`config.mk`:
```
export PLATFORM = sky130hd
export DESIGN_NAME = alu_share_arbiter_flat
export DESIGN_NICKNAME = d
export VERILOG_FILES = /design/src/rtl/alu_share_if.sv /design/src/rtl/alu_share_arbiter.sv /design/src/flat_wrapper.sv
export SDC_FILE = /design/constraint.sdc
export NUM_CORES = 1
export LEC_CHECK = 0
export ABC_AREA = 1
export CAP_MARGIN = 10
export CORE_AREA = 4 4 131 133
export DETAILED_ROUTE_END_ITERATION = 7
export DIE_AREA = 0 0 135 137
export GPL_ROUTABILITY_DRIVEN = 0
export PLACE_DENSITY = 0.75
export SYNTH_ARGS = -nofsm -noshare
export SYNTH_HDL_FRONTEND = slang
export SYNTH_SLANG_ARGS = --single-unit
```
`constraint.sdc`:
```
create_clock -name clk_i -period 3.38 [get_ports clk_i]
set_clock_uncertainty 0.1 [all_clocks]
set_input_delay 1.014 -clock clk_i [delete_from_list [all_inputs] [get_ports clk_i]]
set_output_delay 1.014 -clock clk_i [all_outputs]
set_load 0.005 [all_outputs]
```
`src/rtl/alu_share_if.sv`:
```
// Bundle of requester, response and ALU-side signals around the shared ALU arbiter.
interface alu_share_if #(
  parameter int DW  = 32,
  parameter int OPW = 4
);
  logic           req0_valid_i, req1_valid_i;
  logic           req0_ready_o, req1_ready_o;
  logic [DW-1:0]  req0_data1_i, req0_data2_i, req1_data1_i, req1_data2_i;
  logic [OPW-1:0] req0_op_i, req1_op_i;
  logic           req0_lock_i, req1_lock_i;
  logic           rsp0_valid_o, rsp1_valid_o;
  logic           rsp0_ready_i, rsp1_ready_i;
  logic [DW-1:0]  rsp0_res_o, rsp1_res_o;
  logic [2:0]     rsp0_flags_o, rsp1_flags_o;
  logic [DW-1:0]  alu_data1_o, alu_data2_o;
  logic [OPW-1:0] alu_op_code_o;
  logic [DW-1:0]  alu_res_i;
  logic           alu_zero_flag_i, alu_sign_flag_i, alu_overflow_flag_i;
  logic [15:0]    conflict_cnt_o;

  modport slave (
    input  req0_valid_i, req1_valid_i, req0_data1_i, req0_data2_i, req1_data1_i, req1_data2_i,
           req0_op_i, req1_op_i, req0_lock_i, req1_lock_i, rsp0_ready_i, rsp1_ready_i,
           alu_res_i, alu_zero_flag_i, alu_sign_flag_i, alu_overflow_flag_i,
    output req0_ready_o, req1_ready_o, rsp0_valid_o, rsp1_valid_o, rsp0_res_o, rsp1_res_o,
           rsp0_flags_o, rsp1_flags_o, alu_data1_o, alu_data2_o, alu_op_code_o, conflict_cnt_o
  );

  modport master (
    output req0_valid_i, req1_valid_i, req0_data1_i, req0_data2_i, req1_data1_i, req1_data2_i,
           req0_op_i, req1_op_i, req0_lock_i, req1_lock_i, rsp0_ready_i, rsp1_ready_i,
           alu_res_i, alu_zero_flag_i, alu_sign_flag_i, alu_overflow_flag_i,
    input  req0_ready_o, req1_ready_o, rsp0_valid_o, rsp1_valid_o, rsp0_res_o, rsp1_res_o,
           rsp0_flags_o, rsp1_flags_o, alu_data1_o, alu_data2_o, alu_op_code_o, conflict_cnt_o
  );
endinterface

```
`src/rtl/alu_share_arbiter.sv`:
```
// Two-requester round-robin/lock arbiter for one shared combinational ALU,
// with a registered one-deep response slot per requester.
module alu_share_arbiter #(
  parameter int DW  = 32,
  parameter int OPW = 4
) (
  input  logic        clk_i,
  input  logic        rst_i,
  alu_share_if.slave  bus
);
  typedef enum logic [1:0] {ST_RR, ST_LOCK0, ST_LOCK1} state_t;

  state_t               r_state, w_state_nxt;
  logic                 r_rr_ptr;
  logic [1:0]           r_rsp_vld;
  logic [1:0][DW-1:0]   r_rsp_res;
  logic [1:0][2:0]      r_rsp_flags;
  logic [15:0]          r_conflict_cnt;

  logic [1:0]           w_req_vld, w_rsp_rdy, w_lock, w_elig, w_grant;
  logic [2:0]           w_alu_flags;

  assign w_req_vld   = {bus.req1_valid_i, bus.req0_valid_i};
  assign w_rsp_rdy   = {bus.rsp1_ready_i, bus.rsp0_ready_i};
  assign w_lock      = {bus.req1_lock_i, bus.req0_lock_i};
  assign w_alu_flags = {bus.alu_overflow_flag_i, bus.alu_sign_flag_i, bus.alu_zero_flag_i};
  // A requester may go only if its slot is empty or emptying this cycle.
  assign w_elig      = w_req_vld & (~r_rsp_vld | w_rsp_rdy);

  always_comb begin
    w_grant     = 2'b00;
    w_state_nxt = r_state;
    case (r_state)
      ST_LOCK0: w_grant[0] = w_elig[0];
      ST_LOCK1: w_grant[1] = w_elig[1];
      default: begin
        if (&w_elig) w_grant[r_rr_ptr] = 1'b1;
        else         w_grant = w_elig;
      end
    endcase
    if (w_grant[0])      w_state_nxt = w_lock[0] ? ST_LOCK0 : ST_RR;
    else if (w_grant[1]) w_state_nxt = w_lock[1] ? ST_LOCK1 : ST_RR;
  end

  always_comb begin
    bus.alu_data1_o   = '0;
    bus.alu_data2_o   = '0;
    bus.alu_op_code_o = '0;
    if (w_grant[0]) begin
      bus.alu_data1_o   = bus.req0_data1_i;
      bus.alu_data2_o   = bus.req0_data2_i;
      bus.alu_op_code_o = bus.req0_op_i;
    end else if (w_grant[1]) begin
      bus.alu_data1_o   = bus.req1_data1_i;
      bus.alu_data2_o   = bus.req1_data2_i;
      bus.alu_op_code_o = bus.req1_op_i;
    end
  end

  always_ff @(posedge clk_i) begin
    if (rst_i) begin
      r_state        <= ST_RR;
      r_rr_ptr       <= 1'b0;
      r_rsp_vld      <= '0;
      r_rsp_res      <= '0;
      r_rsp_flags    <= '0;
      r_conflict_cnt <= '0;
    end else begin
      r_state <= w_state_nxt;
      // Winner of an RR accept yields priority to the other side.
      if (r_state == ST_RR && |w_grant) r_rr_ptr <= w_grant[0];
      for (int i = 0; i < 2; i++) begin
        if (w_grant[i]) begin
          r_rsp_vld[i]   <= 1'b1;
          r_rsp_res[i]   <= bus.alu_res_i;
          r_rsp_flags[i] <= w_alu_flags;
        end else if (r_rsp_vld[i] && w_rsp_rdy[i]) begin
          r_rsp_vld[i]   <= 1'b0;
        end
      end
      if (&w_elig && r_conflict_cnt != 16'hFFFF) r_conflict_cnt <= r_conflict_cnt + 16'd1;
    end
  end

  assign bus.req0_ready_o   = w_grant[0];
  assign bus.req1_ready_o   = w_grant[1];
  assign bus.rsp0_valid_o   = r_rsp_vld[0];
  assign bus.rsp1_valid_o   = r_rsp_vld[1];
  assign bus.rsp0_res_o     = r_rsp_res[0];
  assign bus.rsp1_res_o     = r_rsp_res[1];
  assign bus.rsp0_flags_o   = r_rsp_flags[0];
  assign bus.rsp1_flags_o   = r_rsp_flags[1];
  assign bus.conflict_cnt_o = r_conflict_cnt;
endmodule

```
`src/flat_wrapper.sv`:
```
// flat-port wrapper written by rule: the top's interface ports become plain ports
module alu_share_arbiter_flat 
#(
  parameter int DW  = 32,
  parameter int OPW = 4
)
  (clk_i, rst_i, bus_req0_valid_i, bus_req1_valid_i, bus_req0_data1_i, bus_req0_data2_i, bus_req1_data1_i, bus_req1_data2_i, bus_req0_op_i, bus_req1_op_i, bus_req0_lock_i, bus_req1_lock_i, bus_rsp0_ready_i, bus_rsp1_ready_i, bus_alu_res_i, bus_alu_zero_flag_i, bus_alu_sign_flag_i, bus_alu_overflow_flag_i, bus_req0_ready_o, bus_req1_ready_o, bus_rsp0_valid_o, bus_rsp1_valid_o, bus_rsp0_res_o, bus_rsp1_res_o, bus_rsp0_flags_o, bus_rsp1_flags_o, bus_alu_data1_o, bus_alu_data2_o, bus_alu_op_code_o, bus_conflict_cnt_o);
  alu_share_if #(.DW(DW), .OPW(OPW)) bus_i ();
  input  logic clk_i;
  input  logic rst_i;
  input wire logic [$bits(bus_i.req0_valid_i)-1:0] bus_req0_valid_i;
  input wire logic [$bits(bus_i.req1_valid_i)-1:0] bus_req1_valid_i;
  input wire logic [$bits(bus_i.req0_data1_i)-1:0] bus_req0_data1_i;
  input wire logic [$bits(bus_i.req0_data2_i)-1:0] bus_req0_data2_i;
  input wire logic [$bits(bus_i.req1_data1_i)-1:0] bus_req1_data1_i;
  input wire logic [$bits(bus_i.req1_data2_i)-1:0] bus_req1_data2_i;
  input wire logic [$bits(bus_i.req0_op_i)-1:0] bus_req0_op_i;
  input wire logic [$bits(bus_i.req1_op_i)-1:0] bus_req1_op_i;
  input wire logic [$bits(bus_i.req0_lock_i)-1:0] bus_req0_lock_i;
  input wire logic [$bits(bus_i.req1_lock_i)-1:0] bus_req1_lock_i;
  input wire logic [$bits(bus_i.rsp0_ready_i)-1:0] bus_rsp0_ready_i;
  input wire logic [$bits(bus_i.rsp1_ready_i)-1:0] bus_rsp1_ready_i;
  input wire logic [$bits(bus_i.alu_res_i)-1:0] bus_alu_res_i;
  input wire logic [$bits(bus_i.alu_zero_flag_i)-1:0] bus_alu_zero_flag_i;
  input wire logic [$bits(bus_i.alu_sign_flag_i)-1:0] bus_alu_sign_flag_i;
  input wire logic [$bits(bus_i.alu_overflow_flag_i)-1:0] bus_alu_overflow_flag_i;
  output wire logic [$bits(bus_i.req0_ready_o)-1:0] bus_req0_ready_o;
  output wire logic [$bits(bus_i.req1_ready_o)-1:0] bus_req1_ready_o;
  output wire logic [$bits(bus_i.rsp0_valid_o)-1:0] bus_rsp0_valid_o;
  output wire logic [$bits(bus_i.rsp1_valid_o)-1:0] bus_rsp1_valid_o;
  output wire logic [$bits(bus_i.rsp0_res_o)-1:0] bus_rsp0_res_o;
  output wire logic [$bits(bus_i.rsp1_res_o)-1:0] bus_rsp1_res_o;
  output wire logic [$bits(bus_i.rsp0_flags_o)-1:0] bus_rsp0_flags_o;
  output wire logic [$bits(bus_i.rsp1_flags_o)-1:0] bus_rsp1_flags_o;
  output wire logic [$bits(bus_i.alu_data1_o)-1:0] bus_alu_data1_o;
  output wire logic [$bits(bus_i.alu_data2_o)-1:0] bus_alu_data2_o;
  output wire logic [$bits(bus_i.alu_op_code_o)-1:0] bus_alu_op_code_o;
  output wire logic [$bits(bus_i.conflict_cnt_o)-1:0] bus_conflict_cnt_o;
  assign bus_i.req0_valid_i = bus_req0_valid_i;
  assign bus_i.req1_valid_i = bus_req1_valid_i;
  assign bus_i.req0_data1_i = bus_req0_data1_i;
  assign bus_i.req0_data2_i = bus_req0_data2_i;
  assign bus_i.req1_data1_i = bus_req1_data1_i;
  assign bus_i.req1_data2_i = bus_req1_data2_i;
  assign bus_i.req0_op_i = bus_req0_op_i;
  assign bus_i.req1_op_i = bus_req1_op_i;
  assign bus_i.req0_lock_i = bus_req0_lock_i;
  assign bus_i.req1_lock_i = bus_req1_lock_i;
  assign bus_i.rsp0_ready_i = bus_rsp0_ready_i;
  assign bus_i.rsp1_ready_i = bus_rsp1_ready_i;
  assign bus_i.alu_res_i = bus_alu_res_i;
  assign bus_i.alu_zero_flag_i = bus_alu_zero_flag_i;
  assign bus_i.alu_sign_flag_i = bus_alu_sign_flag_i;
  assign bus_i.alu_overflow_flag_i = bus_alu_overflow_flag_i;
  assign bus_req0_ready_o = bus_i.req0_ready_o;
  assign bus_req1_ready_o = bus_i.req1_ready_o;
  assign bus_rsp0_valid_o = bus_i.rsp0_valid_o;
  assign bus_rsp1_valid_o = bus_i.rsp1_valid_o;
  assign bus_rsp0_res_o = bus_i.rsp0_res_o;
  assign bus_rsp1_res_o = bus_i.rsp1_res_o;
  assign bus_rsp0_flags_o = bus_i.rsp0_flags_o;
  assign bus_rsp1_flags_o = bus_i.rsp1_flags_o;
  assign bus_alu_data1_o = bus_i.alu_data1_o;
  assign bus_alu_data2_o = bus_i.alu_data2_o;
  assign bus_alu_op_code_o = bus_i.alu_op_code_o;
  assign bus_conflict_cnt_o = bus_i.conflict_cnt_o;
  alu_share_arbiter #(.DW(DW), .OPW(OPW)) u_core (.clk_i(clk_i), .rst_i(rst_i), .bus(bus_i));
endmodule
```
# --- After elaboration in Yosys (flattened, before gate mapping) ---
# Cells that the tools add are included.
word_totals:
  output_inout_bits: 158
  inputBits: 179
  elab_cells: 48
  reg_bits: 91
classes:
  n_addsub: 1
  n_reduce_logical: 11
  n_eq_ne: 3
  n_lt_le_gt_ge: 2
  bitwise: 3
  mux: 19
op_table:
  columns: ["operator", "n"]
  rows:
  - ["2-to-1 mux 32 bit", 4]
  - ["adder 16 x 1 -> 16 bit, second input constant", 1]
  - ["inequality test 16 bit, second input constant", 1]
  - ["2-to-1 mux 2 bit", 4]
  - ["2-to-1 mux 4 bit", 2]
  - ["2-to-1 mux 1 bit", 6]
  - ["nonzero test 2 bit", 3]
  - ["logical AND 1 bit", 5]
  - ["one-hot mux 1 bit (2 select lines)", 2]
  - ["AND 2 bit", 1]
  - ["equality test 2 x 1 -> 1 bit, second input constant", 1]
  - ["equality test 2 bit, second input constant", 1]
  - ["logical NOT 2 bit", 1]
  - ["less-than comparator 1 x 2 -> 1 bit, second input constant", 1]
  - ["inverter 2 bit", 1]
  - ["bitwise OR 2 bit", 1]
  - ["AND reduction 2 bit", 1]
  - ["OR reduction 2 bit", 1]
  - ["demux 1 bit (select 1 bit)", 1]
  - ["greater-or-equal comparator 1 bit, second input constant", 1]

# --- Longest topological paths before layout ---
depth:
  word_depth: 8
  depth_mapped: 11
  mapped_depth_nobuf: 10

# --- Worst setup path before layout ---
# Ideal clock, no wire load.
synth_timing:
  path_type: "input-to-output"
  from: "in bus_rsp0_ready_i"
  to: "out bus_alu_data1_o[16]"
  t_arrival_ns: 1.946
  path_buffers: 2
  path_slack_ns: 0.320
  t_required_ns: 2.266
  cell_stages: 10
  path_cell_list: "inv_1 nand2_1 nand2_1 nor2_1 nand2_2 inv_2 buf_2 buf_2 nand2_1 nand2_1"
synth_via:
  elab_chain_len: 7
  word_cells_on_any_way: 8
  classes_between: "mux (5); bitwise (2); reduce/logical (1)"
synth_rtl:
  columns: ["element", "line", "rtl"]
  rows:
  - ["from (decl)", "flat_wrapper.sv:21", "input wire logic [$bits(bus_i.rsp0_ready_i)-1:0] bus_rsp0_ready_i;"]
  - ["bitwise OR 2 bit (*)", "alu_share_arbiter.sv:28", "assign w_elig = w_req_vld & (~r_rsp_vld | w_rsp_rdy);"]
  - ["AND 2 bit (*)", "alu_share_arbiter.sv:28", null]
  - ["AND reduction 2 bit", "alu_share_arbiter.sv:37", "if (&w_elig) w_grant[r_rr_ptr] = 1'b1;"]
  - ["2-to-1 mux 2 bit", "alu_share_arbiter.sv:37", null]
  - ["one-hot mux 1 bit (2 select lines)", "alu_share_arbiter.sv:33", "case (r_state)"]
  - ["2-to-1 mux 32 bit", "alu_share_arbiter.sv:53", "end else if (w_grant[1]) begin"]
  - ["2-to-1 mux 32 bit (*)", "alu_share_arbiter.sv:49", "if (w_grant[0]) begin"]
  - ["to (decl)", "flat_wrapper.sv:35", "output wire logic [$bits(bus_i.alu_data1_o)-1:0] bus_alu_data1_o;"]
# Mark *: on every way between the ends. The rest lies on a longest branch, timed or not.

# --- Final worst setup path ---
layout_timing:
  from: "in bus_rsp0_ready_i"
  to: "out bus_alu_data2_o[24]"
layout_via:
  elab_chain_len: 7
  word_cells_on_any_way: 8
  classes_between: "mux (5); bitwise (2); reduce/logical (1)"
layout_rtl:
  columns: ["element", "line", "rtl"]
  rows:
  - ["bitwise OR 2 bit (*)", "alu_share_arbiter.sv:28", null]
  - ["AND 2 bit (*)", "alu_share_arbiter.sv:28", null]
  - ["AND reduction 2 bit", "alu_share_arbiter.sv:37", null]
  - ["2-to-1 mux 2 bit", "alu_share_arbiter.sv:37", null]
  - ["one-hot mux 1 bit (2 select lines)", "alu_share_arbiter.sv:33", null]
  - ["2-to-1 mux 32 bit", "alu_share_arbiter.sv:53", null]
  - ["2-to-1 mux 32 bit (*)", "alu_share_arbiter.sv:49", null]
  - ["to (decl)", "flat_wrapper.sv:36", "output wire logic [$bits(bus_i.alu_data2_o)-1:0] bus_alu_data2_o;"]
# Marked as above.

==> report_table.html <==
<table>
<tr><th>Metric</th><th>Value</th></tr>
<tr><th colspan="2">Setup path</th></tr>
<tr><td>CP top delay family</td><td>buffers and inverters</td></tr>
<tr><td>Instance count on the critical path</td><td>11</td></tr>
<tr><td>R2R Setup Slk</td><td>1.14 ns</td></tr>
<tr><td>Critical path launch point type</td><td>primary input</td></tr>
<tr><td>Endpoint kind of the worst setup timing path</td><td>output pin</td></tr>
<tr><td>Sum of buffers and inverters on the critical path</td><td>5</td></tr>
<tr><td>Depth of the worst register-to-register path</td><td>14</td></tr>
<tr><td>Cell Chain, Critical Path</td><td>buf_6 -&gt; inv_2 -&gt; nand2_4 -&gt; nand2_4 -&gt; nor2_4 -&gt; nand2_4 -&gt; clkinv_8 -&gt; buf_12 -&gt; nand2_1 -&gt; nand2_1 -&gt; clkdlybuf4s50_1</td></tr>
<tr><td>Startpoint-to-endpoint class of the critical path</td><td>in -&gt; out</td></tr>
<tr><td>Worst path max stage delay</td><td>0.49 ns</td></tr>
<tr><td>Crit Reg-Reg Startpoint</td><td>u_core.r_state[1]</td></tr>
<tr><td>Top fanout value on the critical path</td><td>22</td></tr>
<tr><td>Slowest cell on the critical path</td><td>sky130_fd_sc_hd__clkdlybuf4s50_1</td></tr>
<tr><td>CP Data Arrival Time</td><td>2.38 ns</td></tr>
<tr><td>Req. time, crit path</td><td>2.27 ns</td></tr>
<tr><td>Cell seen most often among critical-path stages</td><td>sky130_fd_sc_hd__nand2_4</td></tr>
<tr><td>Reg-to-Reg End</td><td>u_core.bus.rsp1_flags_o[1]</td></tr>
<tr><th colspan="2">Clocking</th></tr>
<tr><td>Number of buffers inserted for hold repair after clock tree synthesis</td><td>0</td></tr>
<tr><td>Post-CTS clock slew at the launch and capture registers of the worst setup and hold paths</td><td>0.06 ns</td></tr>
<tr><td>Clock root cell</td><td>sky130_fd_sc_hd__clkbuf_16</td></tr>
<tr><td>Clock tree from TritonCTS</td><td>yes</td></tr>
<tr><td>Total number of H-tree levels</td><td>3</td></tr>
<tr><td>Latest clock arrival within the worst-skew pair</td><td>about 0.34 ns</td></tr>
<tr><td>Clock buffer count from CTS</td><td>9</td></tr>
<tr><td>Maximum buffer depth of the clock tree</td><td>2</td></tr>
<tr><td>CTS sink cnt</td><td>91</td></tr>
<tr><th colspan="2">Power</th></tr>
<tr><td>Cell area power density</td><td>422 nW/um^2</td></tr>
<tr><td>Power consumption</td><td>3820 uW</td></tr>
<tr><td>Standby leakage power</td><td>0.00405 uW</td></tr>
<tr><td>Peak ir drop on the vdd network</td><td>0.276 mV</td></tr>
<tr><th colspan="2">Cells and area</th></tr>
<tr><td>Utilization of the core after routing</td><td>57.1%</td></tr>
<tr><td>Final std cells w/o fill</td><td>1,299</td></tr>
<tr><td>Post-layout nets</td><td>approximately 1.3k</td></tr>
<tr><td>Share of layout cells above drive strength 1</td><td>10.4%</td></tr>
<tr><td>Filler cell count in the final layout</td><td>1,506</td></tr>
<tr><td>Synth-to-Final Area Change</td><td>97.2%</td></tr>
<tr><th colspan="2">Detailed routing</th></tr>
<tr><td>Avg Vias per Cell</td><td>4.65</td></tr>
<tr><td>Detailed-route wire length</td><td>22,500 um</td></tr>
<tr><td>Starting DRT DRC Count</td><td>337</td></tr>
<tr><td>Routed wire length per instance</td><td>17.3 um</td></tr>
<tr><td>Total DRC errors in the routed layout</td><td>0</td></tr>
<tr><td>Number of nets with antenna violations after routing</td><td>0</td></tr>
<tr><td>Via count</td><td>6,046</td></tr>
<tr><td>Detailed-routing iteration count for the pre-antenna-repair pass</td><td>5</td></tr>
<tr><th colspan="2">Hold path</th></tr>
<tr><td>Type of the tightest min-delay check</td><td>reg -&gt; reg</td></tr>
<tr><td>Hold Path End</td><td>u_core.bus.rsp0_res_o[29]</td></tr>
<tr><td>Hold Crit Depth</td><td>2</td></tr>
<tr><td>Worst Hold Launch</td><td>u_core.bus.rsp0_res_o[29]</td></tr>
<tr><th colspan="2">Global routing</th></tr>
<tr><td>Met2 routing resource usage after global routing</td><td>around 37%</td></tr>
<tr><td>Most Crowded Layer GR</td><td>met2</td></tr>
<tr><td>Number of global-route vias before repair</td><td>5,594</td></tr>
<tr><td>Antenna violations before repair</td><td>6</td></tr>
<tr><td>GRT Overall Usage</td><td>21.7%</td></tr>
<tr><td>GRT met1 Usage</td><td>25.5%</td></tr>
<tr><td>Overflow after GRT</td><td>0</td></tr>
<tr><td>Pin count of the biggest net entering global routing</td><td>59</td></tr>
<tr><td>Met3 track demand over resource</td><td>7.43%</td></tr>
<tr><td>Global-route wire length before repair</td><td>approximately 31,000 um</td></tr>
<tr><th colspan="2">Die</th></tr>
<tr><td>Core region area</td><td>15,800 um^2</td></tr>
<tr><td>Overall die height</td><td>137 um</td></tr>
<tr><td>Die span in x</td><td>135 um</td></tr>
<tr><td>Placement row count</td><td>46</td></tr>
<tr><td>Io pins</td><td>337</td></tr>
<tr><td>Initial core utilization</td><td>between 20% and 30%</td></tr>
<tr><td>Overall die area</td><td>18,500 um^2</td></tr>
<tr><th colspan="2">Yosys</th></tr>
<tr><td>Count of flip-flops with a built-in enable after synthesis</td><td>0</td></tr>
<tr><td>Share of the yosys chip area belonging to registers</td><td>between 30% and 40%</td></tr>
<tr><td>Ys Warns</td><td>0</td></tr>
<tr><td>Number of distinct library cells after synthesis</td><td>25</td></tr>
<tr><td>Post-Synthesis Mean Instance Area</td><td>6.33 um^2</td></tr>
<tr><td>Top post-synthesis cells by area</td><td>sky130_fd_sc_hd__dfxtp_1 40%, sky130_fd_sc_hd__nand2_1 17%, sky130_fd_sc_hd__nor2_1 13%, sky130_fd_sc_hd__nand3_1 8.7%, sky130_fd_sc_hd__o21ai_0 7.4%</td></tr>
<tr><td>Instance count of the mapped netlist</td><td>724</td></tr>
<tr><td>Cell area after synthesis</td><td>4580 um^2</td></tr>
<tr><td>Area fraction of the dominant cell type after synthesis</td><td>about 40%</td></tr>
<tr><td>Main synth FF type</td><td>sky130_fd_sc_hd__dfxtp_1</td></tr>
<tr><td>Leading area contributor after synthesis</td><td>sky130_fd_sc_hd__dfxtp_1</td></tr>
<tr><td>Synthesized flop and latch total</td><td>91</td></tr>
<tr><td>FFs w/ async S/R, synth</td><td>0%</td></tr>
<tr><td>Post-Synthesis Net Count</td><td>907</td></tr>
<tr><th colspan="2">STA</th></tr>
<tr><td>Fin Hold WS</td><td>~0.38 ns</td></tr>
<tr><td>Final setup margin</td><td>-0.111 ns</td></tr>
<tr><td>Maximum achievable frequency</td><td>0.286 GHz</td></tr>
<tr><td>RSZ-0062 raised after global routing</td><td>true</td></tr>
<tr><td>Slew @ Worst Pin</td><td>~0.45 ns</td></tr>
<tr><td>Max transition margin</td><td>between 60% and 70%</td></tr>
<tr><td>Minimum clock period after layout</td><td>3.49 ns</td></tr>
<tr><td>Final TNS setup</td><td>-0.531 ns</td></tr>
<tr><td>Final-report max-slew violation count</td><td>0</td></tr>
<tr><td>Final hold violation count</td><td>0</td></tr>
<tr><td>Final setup fails</td><td>29</td></tr>
<tr><td>Fin crit share</td><td>103%</td></tr>
<tr><th colspan="2">Placement</th></tr>
<tr><td>Port Buffers</td><td>336</td></tr>
<tr><td>Detailed-placement wirelength estimate</td><td>approximately 16,000 um</td></tr>
<tr><td>Number of instances in the placed design</td><td>1,252</td></tr>
<tr><th colspan="2">Status</th></tr>
<tr><td>Violations in the final reports</td><td>setup timing</td></tr>
<tr><td>Result of the run</td><td>complete, but fails checks</td></tr>
<tr><th colspan="2">Flow run</th></tr>
<tr><td>Number of max-cap violations</td><td>0</td></tr>
</table>
worst register-to-register path, cell delays in order (launching register included):
cell and delay (ns):
sky130_fd_sc_hd__dfxtp_1 0.35, sky130_fd_sc_hd__inv_1 0.07, sky130_fd_sc_hd__ha_1 0.31, sky130_fd_sc_hd__inv_2 0.06
sky130_fd_sc_hd__nor2_1 0.12, sky130_fd_sc_hd__nor2_2 0.05, sky130_fd_sc_hd__nand2_2 0.12, sky130_fd_sc_hd__clkinv_8 0.09
sky130_fd_sc_hd__buf_6 0.14, sky130_fd_sc_hd__clkbuf_16 0.17, sky130_fd_sc_hd__buf_6 0.14, sky130_fd_sc_hd__buf_4 0.13
sky130_fd_sc_hd__buf_4 0.15, sky130_fd_sc_hd__nor2_1 0.08, sky130_fd_sc_hd__nor2_1 0.05
power breakdown:
part	switching, uW	internal [uW]
clock	415	616
sequential	63.1	1190
combinational	675	854
total	1150	2660
cell type report:
cell class	instances	area (um^2)	area share, %
Timing Repair Buffer	388	3980	44.0
Clock buffer	13	260	2.88
Sequential cell	91	1820	20.2
Multi-Input combinational cell	565	2550	28.2
Antenna cell	3	7.51	0.0830
Clock inverter	3	46.3	0.512
Tap cell	216	270	2.99
Inverter	20	100	1.11
routing by layer:
layer	vias up	wire, um	part of all wire, %
met2	264	11300	50
met1	2725	8600	38
met3	35	2200	9.8
li1	3016	-	-
met5	-	34	0.15
met4	6	441	2.0
cell usage after synthesis (2+ instances only):
| master | n |
|---|---|
| sky130_fd_sc_hd__a21oi_1 | 15 |
| sky130_fd_sc_hd__a21oi_2 | 4 |
| sky130_fd_sc_hd__buf_1 | 3 |
| sky130_fd_sc_hd__buf_2 | 16 |
| sky130_fd_sc_hd__buf_6 | 2 |
| sky130_fd_sc_hd__clkbuf_1 | 26 |
| sky130_fd_sc_hd__dfxtp_1 | 91 |
| sky130_fd_sc_hd__ha_1 | 4 |
| sky130_fd_sc_hd__inv_1 | 17 |
| sky130_fd_sc_hd__inv_2 | 3 |
| sky130_fd_sc_hd__nand2_1 | 206 |
| sky130_fd_sc_hd__nand2_2 | 3 |
| sky130_fd_sc_hd__nand3_1 | 80 |
| sky130_fd_sc_hd__nand4_1 | 5 |
| sky130_fd_sc_hd__nor2_1 | 164 |
| sky130_fd_sc_hd__o21ai_0 | 68 |
| sky130_fd_sc_hd__o21ai_1 | 4 |
| sky130_fd_sc_hd__xnor2_1 | 2 |
| sky130_fd_sc_hd__xor2_1 | 5 |
per-stage QoR:
stage                     worst slack, ns  area (um^2)
after floorplan                     0.320         4580
after global placement             -0.762         8220
after detailed placement           -0.803         8220
after CTS                          -0.179         8780
after global routing               -0.227         9040
final                              -0.111         9040
state kept, by name, summed over array words and instances, names as in the netlist:
register / cells
u_core.bus.conflict_cnt_o: 16
u_core.bus.rsp0_flags_o: 3
u_core.bus.rsp0_res_o: 32
u_core.bus.rsp1_flags_o: 3
u_core.bus.rsp1_res_o: 32
u_core.r_rr_ptr: 1
u_core.r_rsp_vld: 2
u_core.r_state: 2
worst max path at each step:
stage | start | slack, ns | end
global route | bus_req1_valid_i | -0.23 | bus_alu_data2_o[0]
CTS | bus_req1_valid_i | -0.18 | bus_alu_data1_o[26]
finish | bus_rsp0_ready_i | -0.11 | bus_alu_data2_o[24]
detailed placement | bus_rsp0_ready_i | -0.80 | bus_alu_data1_o[0]
floorplan | bus_rsp0_ready_i | 0.32 | bus_alu_data1_o[16]
global placement | bus_rsp0_ready_i | -0.76 | bus_alu_data1_o[1]
logic make-up (layout without fill, tap and decap cells):
| kind of cell | after synthesis | count (layout) | synth area share, % |
|---|---|---|---|
| other cells | 0 | 3 | 0 |
| buf+inv | 68 | 424 | 6.42 |
| flops | 91 | 91 | 39.7 |
| xor+xnor | 7 | 7 | 1.34 |
| compound gates | 93 | 93 | 10.8 |
| fa+ha+maj | 4 | 4 | 1.09 |
| simple gates | 461 | 461 | 40.6 |
placed cells by master (no fill, tap or decap), types with 3 or more instances in the layout:
master and n:
sky130_fd_sc_hd__buf_4 29, sky130_fd_sc_hd__clkdlybuf4s50_1 265, sky130_fd_sc_hd__nand3_1 75, sky130_fd_sc_hd__dlymetal6s2s_1 12, sky130_fd_sc_hd__inv_1 12, sky130_fd_sc_hd__a21oi_2 4, sky130_fd_sc_hd__buf_12 7, sky130_fd_sc_hd__nand4_1 5
sky130_fd_sc_hd__nand2_2 3, sky130_fd_sc_hd__nand2_1 201, sky130_fd_sc_hd__buf_6 9, sky130_fd_sc_hd__diode_2 3, sky130_fd_sc_hd__dfxtp_1 90, sky130_fd_sc_hd__nor2_2 3, sky130_fd_sc_hd__xor2_1 5, sky130_fd_sc_hd__nand2_4 5
sky130_fd_sc_hd__ha_1 4, sky130_fd_sc_hd__buf_16 5, sky130_fd_sc_hd__nor2_1 161, sky130_fd_sc_hd__clkdlybuf4s15_1 4, sky130_fd_sc_hd__clkbuf_16 13, sky130_fd_sc_hd__o21ai_1 4, sky130_fd_sc_hd__a21oi_1 15, sky130_fd_sc_hd__nand3_2 5
sky130_fd_sc_hd__o21ai_0 68, sky130_fd_sc_hd__dlygate4sd2_1 41, sky130_fd_sc_hd__clkbuf_2 9, sky130_fd_sc_hd__inv_2 5
repair_timing:
action,4_1_cts,5_1_grt
resized for setup,116,50
cloned,4,6
endpoints found under the setup margin,70,66
buffers inserted,8,12
pin swaps,2,4
Note: power is estimated with default switching activity, not from simulation.
